## config.mk

```make
export PLATFORM = sky130hd
export DESIGN_NAME = serial_adder
export DESIGN_NICKNAME = d
export VERILOG_FILES = /design/src/rtl/serial_adder.sv
export SDC_FILE = /design/constraint.sdc
export NUM_CORES = 1
export LEC_CHECK = 0
export BUFFER_PORTS_ARGS = -buffer_cell sky130_fd_sc_hd__buf_4
export CORE_ASPECT_RATIO = 0.75
export CORE_MARGIN = 1.5
export CORE_UTILIZATION = 40
export CTS_BUF_LIST = sky130_fd_sc_hd__clkbuf_2
export DETAILED_ROUTE_END_ITERATION = 7
export PLACE_DENSITY = 0.63
export SYNTH_ARGS = -nofsm -noshare
export SYNTH_HDL_FRONTEND = slang
export SYNTH_SLANG_ARGS = --single-unit
```

## constraint.sdc

```tcl
create_clock -name clk -period 2.05 [get_ports clk]
set_input_delay 0.1025 -clock clk [delete_from_list [all_inputs] [get_ports clk]]
set_output_delay 0.1025 -clock clk [all_outputs]
set_load 0.005 [all_outputs]
```

## src/rtl/serial_adder.sv

```systemverilog
// Digit-serial adder/subtractor: DIGIT bits per clock, carry held in a register
// between digits, start/busy/done handshake with the result held until the next run.
module serial_adder #(
  parameter int WIDTH = 8,
  parameter int DIGIT = 1
) (
  input  logic             clk,
  input  logic             rst_n,
  input  logic             start,
  input  logic             sub,
  input  logic [WIDTH-1:0] a,
  input  logic [WIDTH-1:0] b,
  output logic             busy,
  output logic             done,
  output logic [WIDTH-1:0] sum,
  output logic             cout,
  output logic             ovf
);

  localparam int N  = WIDTH / DIGIT;
  localparam int CW = (N > 1) ? $clog2(N) : 1;

  typedef enum logic [1:0] {S_IDLE, S_RUN, S_DONE} state_t;

  state_t           state_q, state_d;
  logic [WIDTH-1:0] opa_q, opa_d;
  logic [WIDTH-1:0] opb_q, opb_d;
  logic [WIDTH-1:0] partial_q, partial_d;
  logic [WIDTH-1:0] sum_q, sum_d;
  logic [CW-1:0]    cnt_q, cnt_d;
  logic             carry_q, carry_d;
  logic             cout_q, cout_d;
  logic             ovf_q, ovf_d;

  logic [DIGIT:0]   dig_res;
  logic [WIDTH-1:0] partial_shift;

  assign dig_res = {1'b0, opa_q[DIGIT-1:0]} + {1'b0, opb_q[DIGIT-1:0]}
                 + {{DIGIT{1'b0}}, carry_q};

  // Low digits are produced first, so each new digit enters at the top.
  generate
    if (DIGIT == WIDTH) begin : g_single
      assign partial_shift = dig_res[DIGIT-1:0];
    end else begin : g_multi
      assign partial_shift = {dig_res[DIGIT-1:0], partial_q[WIDTH-1:DIGIT]};
    end
  endgenerate

  always_comb begin
    state_d   = state_q;
    opa_d     = opa_q;
    opb_d     = opb_q;
    partial_d = partial_q;
    sum_d     = sum_q;
    cnt_d     = cnt_q;
    carry_d   = carry_q;
    cout_d    = cout_q;
    ovf_d     = ovf_q;
    case (state_q)
      S_IDLE, S_DONE: begin
        state_d = S_IDLE;
        if (start) begin
          opa_d   = a;
          opb_d   = sub ? ~b : b;
          carry_d = sub;
          cnt_d   = '0;
          state_d = S_RUN;
        end
      end
      S_RUN: begin
        opa_d     = opa_q >> DIGIT;
        opb_d     = opb_q >> DIGIT;
        partial_d = partial_shift;
        carry_d   = dig_res[DIGIT];
        cnt_d     = cnt_q + 1'b1;
        if (cnt_q == CW'(N - 1)) begin
          sum_d   = partial_shift;
          cout_d  = dig_res[DIGIT];
          // Same-sign operands producing an opposite-sign result.
          ovf_d   = (opa_q[DIGIT-1] == opb_q[DIGIT-1]) &&
                    (dig_res[DIGIT-1] != opa_q[DIGIT-1]);
          state_d = S_DONE;
        end
      end
      default: state_d = S_IDLE;
    endcase
  end

  always_ff @(posedge clk or negedge rst_n) begin
    if (!rst_n) begin
      state_q   <= S_IDLE;
      opa_q     <= '0;
      opb_q     <= '0;
      partial_q <= '0;
      sum_q     <= '0;
      cnt_q     <= '0;
      carry_q   <= 1'b0;
      cout_q    <= 1'b0;
      ovf_q     <= 1'b0;
    end else begin
      state_q   <= state_d;
      opa_q     <= opa_d;
      opb_q     <= opb_d;
      partial_q <= partial_d;
      sum_q     <= sum_d;
      cnt_q     <= cnt_d;
      carry_q   <= carry_d;
      cout_q    <= cout_d;
      ovf_q     <= ovf_d;
    end
  end

  assign busy = (state_q == S_RUN);
  assign done = (state_q == S_DONE);
  assign sum  = sum_q;
  assign cout = cout_q;
  assign ovf  = ovf_q;

endmodule
```

== Word level (Yosys, flattened, before mapping) ==
Index checks and enable logic that the tools add are counted.

* Register bits after elaboration: 40
* Latch bits: 0
* Memory bits (writable): 0
* ROM bits: 0
* Input bits: 20
* Memories: 0

* Add/subtract/negate cells: 3
* Multipliers: 0
* Divide/modulo/power cells: 0
* Magnitude comparators: 0
* Eq/ne operators: 7
* Shifts and indexed selects: 0
* Mux-type cells: 12
* Bitwise gates (word level): 1
* Reduce and logical (&&, ||, !) cells: 6

{| class="wikitable"
|+ Operators with widths
! operator !! count
|-
| one-hot mux 8 bit (2 select lines) || 2
|-
| 2-to-1 mux 8 bit || 3
|-
| inverter 8 bit || 1
|-
| one-hot mux 3 bit (2 select lines) || 1
|-
| one-hot mux 2 bit (2 select lines) || 1
|-
| AND reduction 2 bit || 2
|-
| adder 3 x 1 -> 3 bit (second input constant) || 1
|-
| equality test 3 bit (second input constant) || 1
|-
| 2-to-1 mux 3 bit || 1
|-
| adder 1 x 1 -> 2 bit || 1
|-
| adder 2 x 1 -> 2 bit || 1
|-
| equality test 2 x 1 -> 1 bit (second input constant) || 1
|-
| equality test 2 bit (second input constant) || 1
|-
| logical NOT 2 bit || 1
|-
| 2-to-1 mux 1 bit || 2
|-
| 2-to-1 mux 2 bit || 1
|-
| != test 2 x 1 -> 1 bit (second input constant) || 1
|-
| != test 2 bit (second input constant) || 1
|-
| one-hot mux 1 bit (2 select lines) || 1
|-
| nonzero test 2 bit || 1
|-
| OR reduction 2 bit || 1
|-
| equality test 1 bit || 1
|-
| logical AND 1 bit || 1
|-
| != test 1 bit || 1
|}

== Longest topological paths before layout ==
* Word-level depth: 4
* Gate-level depth with buffers: 6

== Least setup slack after synthesis ==
No wires, ideal clock.

* Kind: reg2reg
* From: register cnt_q[0]
* To: register cout_q (netlist: cout)
* Library setup time: 0.125 ns
* Arrival: 1.397 ns
* Data required time: 1.925 ns
* Slack: 0.528 ns
* Cell stages (with the launch flop): 6
* Buffers on the path: 1
* Clock period less this slack: 1.522 ns
* Path through: dfrtp_1 -> ha_1 -> ha_1 -> nand3b_1 -> buf_2 -> mux2_2

* Word-level cells in the longest chain between the ends: 2

{| class="wikitable"
|+ Ends and longest elaborated chain
! item !! RTL line !! source
|-
| start: declaration || 30 || <nowiki>logic [CW-1:0] cnt_q, cnt_d;</nowiki>
|-
| start signal: assignment || 107 || <nowiki>cnt_q <= cnt_d;</nowiki>
|-
| equality test 3 bit || 77 || <nowiki>if (cnt_q == CW'(N - 1)) begin</nowiki>
|-
| AND reduction 2 bit (no line) || -- ||
|-
| end signal: assignment || 109 || <nowiki>cout_q <= cout_d;</nowiki>
|-
| end: declaration || 32 || <nowiki>logic cout_q, cout_d;</nowiki>
|}

Every way passes these cells.
A chain may end at the register's enable or synchronous reset.

== Final worst setup path ==
* From: register cnt_q[0]
* To: register sum_q[3] (netlist: sum[3])

* Word-level cells in the longest chain between the ends: 2

{| class="wikitable"
|+ Ends and longest elaborated chain
! item !! RTL line !! source
|-
| equality test 3 bit || 77 ||
|-
| AND reduction 2 bit (no line) || -- ||
|-
| end signal: assignment || 106 || <nowiki>sum_q <= sum_d;</nowiki>
|-
| end: declaration || 29 || <nowiki>logic [WIDTH-1:0] sum_q, sum_d;</nowiki>
|}

Every way passes these cells.

==> summary.txt <==
Power
  – Switching share of power: 32.5%
  – Static Leakage: 1.02 nW
  – Clk pwr share: 10.2%
  – Combinational share of power: 42.7%
  – Sw Pwr: 939 uW
  – Maximum vdd drop: 532 uV
  – Flop pwr share: 47.1%
  – Internal power: 1.95 mW
  – Pwr dens: 1400 nW/um^2

Clock tree
  – Num CTS Buffers: 5
  – CTS tree: built
  – Clock sink count: 39
  – CTS root buffer: clkbuf_2
  – Clock buffer depth: 2
  – Clk pin slew, worst setup/hold paths: 0.16 ns
  – PostCTS Resize Cnt: 0
  – Worst-Skew Late Latency: 0.37 ns
  – H-tree depth: 2

Job
  – Max_cap viols: 0

Synth
  – Ys async rst share: 100%
  – Seq/Total Area, Yosys: 58.1%
  – Syn Std Cell Area: 1680 um^2
  – Synth top area share: 58.1%
  – Flops & latches, synth: 39
  – Number of synthesis warnings: 0
  – Post-synth EDFFs: 0
  – Area contributors post-synth: dfrtp_1 58%, mux2_2 11%, a22o_1 6.3%
  – Mapped Avg Cell Area: 13.5 um^2
  – Netlist cell types: 23
  – Cells after Synth: 124
  – Top_reg_cell synth: dfrtp_1
  – Largest area contributor in the netlist: dfrtp_1
  – Syn Nets: 147

Timing
  – Setup TNS: 0 ns
  – # setup viols final: 0
  – RSZ-0062 raised after global routing: false
  – Tightest Pin Transition: 0.563 ns
  – Final Critical Period: 1.74 ns
  – Final Cycle Share: 84.8%
  – Worst slew margin: 62.4%
  – Worst hold margin: 0.0387 ns
  – Max Slew Vio Count: 0
  – Fmax: 576 MHz
  – Clock skew: 0.00866 ns
  – Setup WS post-layout: 0.313 ns
  – Final hold violation count: 0

Place
  – PortBufs: 31
  – RePlAce Congestion: 0.743
  – DP Worst Slack: 0.312 ns
  – Post-DP HPWL: 2.02 mm

Finish
  – Ant diodes: 0
  – Commonest non-fill, non-tap cells in the layout: 39 x dfrtp_1, 34 x buf_4, 17 x mux2_2
  – Core Util, Final: 51.1%
  – Commonest non-fill, non-tap cell in the layout: dfrtp_1
  – Final layout net count: 187
  – Share of post-route cells with drive strength above 1: 36.2%
  – Area grow syn2layout: 22.6%

Hold path
  – HP Class: in2reg
  – Hold path depth: 3

Setup path
  – Worst R2R Path Depth: 4
  – Crit Path Max Fanout: 12
  – Crit end category: register
  – Setup crit start kind: register
  – Critical path type: reg2reg
  – Worst EP required: 2.32 ns
  – Crit path DAT: 2.01 ns

GRT
  – Grt ovf: 0
  – First-pass GRT wire length: 5.33 mm
  – Pin count of the biggest net entering global routing: 40
  – Tot GR Track Use: 15.4%
  – Antenna violations before repair: 0
  – Vias in the first global route: 1127

Routing
  – Remaining DRCs: 0
  – Final wirelength: 3.00 mm
  – Post-DRT Antenna Nets: 0
  – Via density: 4.98
  – Avg WL per Cell: 13.7 um
  – Pre-Repair DR Iteration Count: 4
  – Total number of vias: 1086
  – Initial DRC count: 74

Floorplan
  – Num ports: 32
  – Die ar.: 4600 um^2
  – Chip width: 77.8 um
  – CORE AREA: 4030 um^2
  – Site Rows: 20
  – Die Y: 59.1 um
  – Initial Util: 41.7%

Outcome
  – Outcome: completed
-- cell type report --
| cell class | count | area (um^2) |
|---|---|---|
| fill | 367 | 1970 |
| sequential | 39 | 976 |
| clock buffer | 6 | 30.0 |
| timing repair buffer | 42 | 335 |
| multi-input combinational | 74 | 641 |
| tap | 55 | 68.8 |
| inverter | 2 | 7.51 |
-- Yosys cell counts, drive strengths merged, types with 2 or more instances --
| cell type | number |
|---|---|
| a21o | 8 |
| a221o | 7 |
| a22o | 12 |
| buf | 7 |
| clkbuf | 2 |
| dfrtp | 39 |
| ha | 2 |
| inv | 2 |
| mux2 | 17 |
| nor2 | 9 |
| nor2b | 3 |
| o21ai | 2 |
| xnor2 | 7 |
-- flip-flops by register name, indices dropped and copies added (netlist names) --
signal,count
cnt_q,3
partial_q,7
ovf,1
opb_q,8
state_q,2
opa_q,8
cout,1
carry_q,1
sum,8
-- through the flow --
step	std cells	area, um^2	power, mW
finish	218	2060	2.89
global route	218	2060	3.14
CTS	218	2060	2.94
detailed placement	204	1950	2.63
global placement	204	1950	2.56
floorplan	124	1680	2.25
-- routing by layer --
layer,up-vias,global-route usage [%],part of all wire (%)
met3,7,4.77,3.8
li1,523,-,-
met5,-,0,0
met1,536,19.8,47
met2,20,24.0,47
met4,0,7.79,2.1
-- power groups by stage --
stage / clock [mW] / combinational [mW] / sequential [mW]
floorplan: 0 / 0.916 / 1.33
finish: 0.294 / 1.23 / 1.36
global route: 0.343 / 1.38 / 1.42
detailed placement: 0 / 1.24 / 1.39
global placement: 0 / 1.20 / 1.36
CTS: 0.318 / 1.26 / 1.37
-- kinds of logic (layout without fill, tap and decap cells) --
family          Yosys count  in the layout  synth area share, %
flops                    39             39                 58.1
compound gates           30             30                 14.9
mux                      17             17                 11.4
simple gates             16             16                 4.84
buf+inv                  11             50                 3.88
xor+xnor                  8              8                 4.17
fa+ha+maj                 3              3                 2.68
-- what timing repair did --
item,4_1_cts,5_1_grt
endpoints found under the hold margin,46,0
hold buffers,8,0
buffers inserted,0,0
-- critical path: stages, from the launching register on --
cell and delay [ns]:
dfrtp_1 0.42, ha_1 0.21, ha_1 0.19, nand3b_1 0.44
mux2_2 0.40
-- worst paths after layout --
kind                           from      endpoint  slack [ns]
max reg2reg                cnt_q[0]        sum[3]        0.31
max                        cnt_q[0]        sum[3]        0.31
max in group asynchronous     rst_n        sum[7]        1.50
min                            a[6]      opa_q[6]        0.04
min reg2reg                opa_q[5]      opa_q[5]        0.50
min in group asynchronous     rst_n  partial_q[2]        0.21
(Power assumes the default switching activity.)
